[config.mk]
export PLATFORM = sky130hd
export DESIGN_NAME = lcd_spi_writer
export DESIGN_NICKNAME = d
export VERILOG_FILES = /design/src/rtl/lcd_pkg.sv /design/src/rtl/lcd_bit_timer.sv /design/src/rtl/lcd_spi_writer.sv
export SDC_FILE = /design/constraint.sdc
export NUM_CORES = 1
export LEC_CHECK = 0
export ABC_CLOCK_PERIOD_IN_PS = 4400
export CAP_MARGIN = 20
export CORE_MARGIN = 4
export CORE_UTILIZATION = 62
export CTS_CLUSTER_SIZE = 8
export DETAILED_ROUTE_END_ITERATION = 7
export DONT_BUFFER_PORTS = 1
export PLACE_DENSITY = 0.82
export SYNTH_ARGS = -nofsm -noshare
export SYNTH_HDL_FRONTEND = slang
export SYNTH_SLANG_ARGS = --single-unit
[constraint.sdc]
create_clock -name sys_clk -period 4.4 [get_ports sys_clk]
set_input_delay 1.1 -clock sys_clk [delete_from_list [all_inputs] [get_ports sys_clk]]
set_output_delay 1.1 -clock sys_clk [all_outputs]
set_load 0.02 [all_outputs]
[src/rtl/lcd_pkg.sv]
// Shared LCD definitions: writer FSM state encoding, RGB565 colours, command codes.
package lcd_pkg;

   localparam int STATE_W = 6;

   typedef enum logic [STATE_W-1:0] {
      ST_IDLE  = 6'b000001,
      ST_SETUP = 6'b000010,
      ST_SHIFT = 6'b000100,
      ST_HOLD  = 6'b001000,
      ST_DONE  = 6'b010000,
      ST_GAP   = 6'b100000
   } lcd_state_t;

   localparam logic [15:0] WHITE = 16'hFFFF;
   localparam logic [15:0] BLACK = 16'h0000;
   localparam logic [15:0] BROWN = 16'hBC40;
   localparam logic [15:0] RED   = 16'hF800;
   localparam logic [15:0] GREEN = 16'h07E0;
   localparam logic [15:0] BLUE  = 16'h001F;

   localparam logic [7:0] CMD_CASET = 8'h2A;
   localparam logic [7:0] CMD_RASET = 8'h2B;
   localparam logic [7:0] CMD_RAMWR = 8'h2C;

   localparam int DC_BIT = 8;

endpackage

[src/rtl/lcd_bit_timer.sv]
// Phase counter for the SPI writer: strobes phase_end every CLK_DIV cycles while run is high.
module lcd_bit_timer #(
   parameter int CLK_DIV = 2
) (
   input  logic sys_clk,
   input  logic sys_rst_n,
   input  logic run,
   output logic phase_end
);

   localparam logic [7:0] LAST = 8'(CLK_DIV - 1);

   logic [7:0] cnt;

   assign phase_end = run && (cnt == LAST);

   // Counter parks at zero when idle so every phase starts with a full CLK_DIV count.
   always_ff @(posedge sys_clk or negedge sys_rst_n) begin
      if (!sys_rst_n) begin
         cnt <= 8'd0;
      end else if (!run || phase_end) begin
         cnt <= 8'd0;
      end else begin
         cnt <= cnt + 8'd1;
      end
   end

endmodule

[src/rtl/lcd_spi_writer.sv]
// SPI mode-0 byte writer for the LCD: {dc, byte} in, CS/DC/SCLK/MOSI out, wr_done per byte.
// Optional LCD_SPI_CS_BURST_EN keeps CS low across back-to-back words.
module lcd_spi_writer
   import lcd_pkg::*;
#(
   parameter int CLK_DIV    = 2,
   parameter int GAP_CYCLES = 4
) (
   input  logic       sys_clk,
   input  logic       sys_rst_n,
   input  logic       en_write,
   input  logic [8:0] data,
   output logic       wr_done,
   output logic       busy,
   output logic       lcd_cs_n,
   output logic       lcd_dc,
   output logic       lcd_sclk,
   output logic       lcd_mosi
);

   localparam logic [7:0] GAP_LAST = 8'(GAP_CYCLES - 1);

`ifdef LCD_SPI_CS_BURST_EN
   localparam logic CS_AFTER_BYTE = 1'b0;
`else
   localparam logic CS_AFTER_BYTE = 1'b1;
`endif

   lcd_state_t state, state_nxt;
   logic [7:0] shreg, shreg_nxt;
   logic [2:0] bit_cnt, bit_cnt_nxt;
   logic [7:0] gap_cnt, gap_cnt_nxt;
   logic       cs_n_nxt, dc_nxt, sclk_nxt, mosi_nxt, wr_done_nxt, busy_nxt;
   logic       timer_run, phase_end;

   assign timer_run = (state == ST_SETUP) || (state == ST_SHIFT) || (state == ST_HOLD);

   lcd_bit_timer #(.CLK_DIV(CLK_DIV)) u_bit_timer (
      .sys_clk   (sys_clk),
      .sys_rst_n (sys_rst_n),
      .run       (timer_run),
      .phase_end (phase_end)
   );

   // All outputs are computed from the next state so that they change on the same edge as the state.
   always_ff @(posedge sys_clk or negedge sys_rst_n) begin
      if (!sys_rst_n) begin
         state    <= ST_IDLE;
         shreg    <= 8'd0;
         bit_cnt  <= 3'd0;
         gap_cnt  <= 8'd0;
         lcd_cs_n <= 1'b1;
         lcd_dc   <= 1'b0;
         lcd_sclk <= 1'b0;
         lcd_mosi <= 1'b0;
         wr_done  <= 1'b0;
         busy     <= 1'b0;
      end else begin
         state    <= state_nxt;
         shreg    <= shreg_nxt;
         bit_cnt  <= bit_cnt_nxt;
         gap_cnt  <= gap_cnt_nxt;
         lcd_cs_n <= cs_n_nxt;
         lcd_dc   <= dc_nxt;
         lcd_sclk <= sclk_nxt;
         lcd_mosi <= mosi_nxt;
         wr_done  <= wr_done_nxt;
         busy     <= busy_nxt;
      end
   end

   // SCLK phase is tracked by lcd_sclk itself; MOSI advances only on the falling edge.
   always_comb begin
      state_nxt   = state;
      shreg_nxt   = shreg;
      bit_cnt_nxt = bit_cnt;
      gap_cnt_nxt = gap_cnt;
      cs_n_nxt    = lcd_cs_n;
      dc_nxt      = lcd_dc;
      sclk_nxt    = lcd_sclk;
      mosi_nxt    = lcd_mosi;
      wr_done_nxt = 1'b0;

      case (state)
         ST_IDLE: begin
            cs_n_nxt = !en_write;
            if (en_write) begin
               shreg_nxt   = data[7:0];
               dc_nxt      = data[DC_BIT];
               mosi_nxt    = data[7];
               bit_cnt_nxt = 3'd7;
               state_nxt   = ST_SETUP;
            end
         end
         ST_SETUP: begin
            if (phase_end) begin
               state_nxt = ST_SHIFT;
            end
         end
         ST_SHIFT: begin
            if (phase_end) begin
               if (!lcd_sclk) begin
                  sclk_nxt = 1'b1;
               end else begin
                  sclk_nxt = 1'b0;
                  if (bit_cnt == 3'd0) begin
                     state_nxt = ST_HOLD;
                  end else begin
                     bit_cnt_nxt = bit_cnt - 3'd1;
                     shreg_nxt   = {shreg[6:0], 1'b0};
                     mosi_nxt    = shreg[6];
                  end
               end
            end
         end
         ST_HOLD: begin
            if (phase_end) begin
               state_nxt   = ST_DONE;
               wr_done_nxt = 1'b1;
               cs_n_nxt    = CS_AFTER_BYTE;
            end
         end
         ST_DONE: begin
            state_nxt = ST_GAP;
         end
         ST_GAP: begin
            if (gap_cnt == GAP_LAST) begin
               gap_cnt_nxt = 8'd0;
               state_nxt   = ST_IDLE;
            end else begin
               gap_cnt_nxt = gap_cnt + 8'd1;
            end
         end
         default: begin
            state_nxt = ST_IDLE;
            cs_n_nxt  = 1'b1;
            sclk_nxt  = 1'b0;
         end
      endcase

      busy_nxt = (state_nxt != ST_IDLE);
   end

endmodule
; ---- Word level (Yosys, flattened, before mapping)
; Index checks and enable logic that the tools add are counted.
[classes]
n_eq_ne = 14
addsub = 3
n_mux = 32
n_bitwise = 2
n_reduce_logical = 14
[ops]
columns = op, count
row1 = 2-to-1 mux 6 bit, 7
row2 = one-hot mux 6 bit (6 select lines), 1
row3 = 2-to-1 mux 7 bit, 4
row4 = "adder 8 x 1 -> 8 bit, second input constant", 2
row5 = 2-to-1 mux 8 bit, 2
row6 = one-hot mux 7 bit (2 select lines), 1
row7 = 2-to-1 mux 3 bit, 4
row8 = 2-to-1 mux 1 bit, 9
row9 = "equality test 8 x 1 -> 1 bit, second input constant", 1
row10 = "equality test 8 x 2 -> 1 bit, second input constant", 1
row11 = "equality test 6 x 1 -> 1 bit, second input constant", 1
row12 = "equality test 6 x 2 -> 1 bit, second input constant", 1
row13 = "equality test 6 x 3 -> 1 bit, second input constant", 1
row14 = "equality test 6 x 4 -> 1 bit, second input constant", 1
row15 = "equality test 6 x 5 -> 1 bit, second input constant", 1
row16 = "equality test 6 bit, second input constant", 1
row17 = "!= test 2 bit, second input constant", 3
row18 = "!= test 6 x 1 -> 1 bit, second input constant", 1
row19 = one-hot mux 3 bit (2 select lines), 1
row20 = AND reduction 2 bit, 3
row21 = AND reduction 5 bit, 1
row22 = OR reduction 5 bit, 1
row23 = "!= test 2 x 1 -> 1 bit, second input constant", 2
row24 = one-hot mux 1 bit (2 select lines), 2
row25 = 9 further kinds, 13
[word_totals]
reg_bits = 38
output_inout_bits = 6
in_bits = 12

; ---- Longest topological paths before layout
[logic_depth]
word_depth = 7
mapped_depth = 8
mapped_depth_nobuf = 7

; ---- By module
; A second synthesis with hierarchy kept.
[unflattened]
cells_unflattened = 189
hier_area_um2 = 2000.7
[modules_own_cells]
columns = module, area_each_um2, instances, cells_per_inst
row1 = lcd_spi_writer, 1599.0, 1, 149
row2 = lcd_bit_timer, 401.6, 1, 40

; ---- Worst setup path after synthesis
; No wires, ideal clock.
[synth_path]
kind = input to register
startpoint = input en_write
endpoint = register bit_cnt[1]
path_buffers = 1
cell_stages = 4
slack_ns = 2.164
setup_ns = 0.081
arrival_time_ns = 2.154
path_cell_list = nor4b_1 -> a221oi_4 -> buf_4 -> a31oi_2
[synth_via]
elab_chain_cells = 2
[synth_lines]
columns = element, line
row1 = from (decl), lcd_spi_writer.sv:11  ; input logic en_write,
row2 = != test 2 bit (no line), -
row3 = AND reduction 5 bit (no line), -
row4 = to (signal assigned), lcd_spi_writer.sv:61  ; bit_cnt <= bit_cnt_nxt;
row5 = to (decl), lcd_spi_writer.sv:31  ; logic [2:0] bit_cnt, bit_cnt_nxt;
; Every way passes these cells.
; A chain may end at the register's enable or synchronous reset.

; ---- Worst setup path in the final report
[layout_path]
startpoint = register state[3]
endpoint = register shreg[1]
[layout_via]
elab_chain_cells = 6
word_cells_on_any_way = 14
classes_between = 8 x eq/ne / 1 x mux / 5 x reduce/logical
[layout_lines]
columns = element, line
row1 = from (decl), lcd_spi_writer.sv:29  ; lcd_state_t state, state_nxt;
row2 = from (signal assigned), lcd_spi_writer.sv:59  ; state <= state_nxt;
row3 = equality test 6 x 2 -> 1 bit / equality test 6 x 3 -> 1 bit (equally long branches), "lcd_spi_writer.sv:36, lcd_spi_writer.sv:84"
row4 = logical OR 1 bit (2 in a row), lcd_spi_writer.sv:36  ; assign timer_run = (state == ST_SETUP) || (state == ST_SHIFT) || (state == ST_HOLD);
row5 = logical AND 1 bit, lcd_bit_timer.sv:15  ; assign phase_end = run && (cnt == LAST);
row6 = != test 2 x 1 -> 1 bit (no line), -
row7 = AND reduction 5 bit (no line), -
row8 = to (signal assigned), lcd_spi_writer.sv:60  ; shreg <= shreg_nxt;
row9 = to (decl), lcd_spi_writer.sv:30  ; logic [7:0] shreg, shreg_nxt;
; Several ways; a longest one is shown, not always the timed one.

==> results_dict.tcl <==
set metrics [dict create \
    status "completed" \
    yosys-top-cells-count "dfrtp_1, nand2_1, nor2_1" \
    cts_max_level 2 \
    yosys-top-cells-area "dfrtp_1, nand2_1, a31oi_2, xor2_1, nor2_1" \
    io_pins 18 \
    ys_ff_latch 38 \
    core_area_sq_mm 0.00308 \
    grt_util_all_layers_pct 20.1 \
    vias_per_cell 5.92 \
    first_iter_violations 123 \
    grt_overflow 0 \
    synth_ff_type "dfrtp_1" \
    synth_top_area_share_pct 44.4 \
    synthArstFlopShare_pct 100 \
    cts_buffer_depth 2 \
    antenna_found_initial 0 \
    relSlewSlack_pct 24.7 \
    netlist-cell-type-count 44 \
    fin_tns_setup_ns 0 \
    swShare_pct 37.9 \
    synth_cells 211 \
    hold_path.class "input port to async pin" \
    finalHoldViolCount 0 \
    final_layout_size_suffix_gt1_share_pct 14.4 \
    required_ns 4.59 \
    post_cts_buffers 0 \
    crit_path_end_kind "flip-flop" \
    synth-edff-count 0 \
    final_core_util_pct 67.8 \
    grt_pass1_vias 1436 \
    setup_viol 0 \
    cp_data_arrival_time_ns 3.07 \
    p_per_area_mw_per_mm2 480 \
    switchingPower_uw 381 \
    pwr-share-comb_pct 29.1 \
    cp-start-kind "flip-flop" \
    fp.dieW_um 65.2 \
    path_clk_slew_ns 0.12 \
    pwr-share-seq_pct 51.2 \
    die_y_um 65.2 \
    synth_most_common_cell "dfrtp_1" \
    p_int_uw 622 \
    timing.final.crit_share_pct 65.5 \
    ctsHoldBuffers 0 \
    diodes 0 \
    yosysWarnings 0 \
    initial_core_util_pct 65.9 \
    fin_nets 225 \
    clockPowerShare_pct 19.7 \
    synth_top_cell_by_area "dfrtp_1" \
    seq_area_frac_synth_pct 47.0 \
    critPathMaxFanout 22 \
    synth.avg_cell_area_sq_um 9.61 \
    clk_latency_ns 0.36 \
    num_rows 20 \
    fmax_mhz 347 \
    cap_violations 0 \
    final_max_slew_viol_count 0 \
    grt_first_pass_wirelength_um 6510 \
    cts_buffers 5 \
    max_stage_delay_ns 0.98 \
    critical_path_class "flip-flop to flip-flop" \
    dr.pass1.iters 4 \
    tritoncts "built" \
    hpwl_um 2740 \
    clock_sinks 38 \
    drt-total-wl_um 3800 \
    p_leak_uw 0.000929 \
    grt_start_max_net_pins 39 \
    slowest_stage "a221oi_4" \
    synth_area_sq_mm 0.00203 \
    finalClockSkew_ns 0.0124 \
    detail_route.wl_per_cell_um 15.0 \
    fin_crit_ns 2.88 \
    rsz0062_at_grt "no" \
    syn_to_final_growth_pct 3.02 \
    vias 1499 \
    tightestPinTransition_ns 1.13 \
    ir_drop_v 0.000223 \
    drc 0 \
    path_cells "or4_4 > or3b_4 > a221oi_4 > a31oi_1" \
    die_area_sq_mm 0.00425 \
    detail-route-antenna-nets 0 \
    cts_root_buffer "clkbuf_4" \
    place_congestion 0.845 \
    synth_fp_nets 228 \
    port_buffers 0 \
    cts_resized 0 \
]
==> sequential cells by signal, summed over array words and instances (netlist names) <==
name,cells
lcd_mosi,1
lcd_sclk,1
wr_done,1
shreg,7
lcd_dc,1
gap_cnt,8
busy,1
state,6
u_bit_timer.cnt,8
bit_cnt,3
lcd_cs_n,1
==> critical path: cells and delay by family (launching register included) <==
family          cells  cell delay [ns]
simple gates        2             1.02
flops               1             0.49
compound gates      2             1.19
==> power groups by stage <==
stage | clock [uW] | combinational [uW] | sequential (uW)
after global placement | 0 | 275 | 516
after floorplan | 0 | 284 | 487
final | 197 | 292 | 514
after global routing | 218 | 322 | 524
after detailed placement | 0 | 291 | 519
after CTS | 199 | 292 | 512
==> cell families after synthesis <==
group	synth area share (%)
and+or+nand+nor	25.3
AOI/OAI and AO/OA	14.6
DFF	47.0
buffers and inverters	3.77
xor gates and xnor gates	5.62
adders and majority gates	3.09
muxes	0.556
==> per-stage QoR <==
stage,instance area [sq um],cells,total power [uW],hold WS [ns],setup slack (ns)
final,2090,253,1000,0.411,1.52
after global routing,2090,253,1060,0.390,1.33
after detailed placement,2020,245,810,0.453,1.52
after CTS,2090,253,1000,0.408,1.51
after floorplan,2030,211,771,0.435,2.16
after global placement,2020,245,790,0.454,1.67
==> final timing paths <==
kind | start | endpoint | slack [ns] | depth (start not counted)
max in group asynchronous | sys_rst_n | state[0]$_DFF_PN1_ | 3.80 | 0
worst max register to register | state[3]$_DFF_PN0_ | shreg[1]$_DFFE_PN0P_ | 1.52 | 4
worst min-delay path | sys_rst_n | bit_cnt[2]$_DFFE_PN0P_ | 0.41 | 0
min in group sys_clk | gap_cnt[7]$_DFFE_PN0P_ | gap_cnt[7]$_DFFE_PN0P_ | 0.48 | 1
worst max-delay path | state[3]$_DFF_PN0_ | shreg[1]$_DFFE_PN0P_ | 1.52 | 4
worst min register to register | gap_cnt[7]$_DFFE_PN0P_ | gap_cnt[7]$_DFFE_PN0P_ | 0.48 | 1
==> metal layers <==
metal  part of all wire, %  GRT usage [%]  vias to the layer above  routed length (um)
met1                    42           24.4                      718                1590
met3                   5.2           4.96                        7                 197
met2                    51           33.8                       38                1950
met5                     0              0                        -                   0
li1                      -              -                      736                   -
met4                   1.9           8.55                        0                  73
==> area by class of cell <==
cell class	count	area, sq um
fillers	258	990
clock inverters	2	12.5
multi-input cells	158	997
clock buffers	6	51.3
inverters	5	18.8
flip-flops and latches	38	953
well taps	44	55.1
==> cell usage in the layout (no fill, tap or decap), drive strengths merged, types with 2 or more instances in the layout <==
cell / count
dfrtp: 36
nand2: 29
nor2: 27
o21ai: 13
a31oi: 13
nand3: 12
xor2: 9
clkbuf: 6
inv: 5
and3: 5
nand4: 5
ha: 5
nor3: 4
xnor2: 4
a21oi: 4
nor4: 3
and2: 3
nor3b: 2
nor2b: 2
o31ai: 2
nand3b: 2
dfstp: 2
or4: 2
or3b: 2
Power figures use the tool's default switching activity.
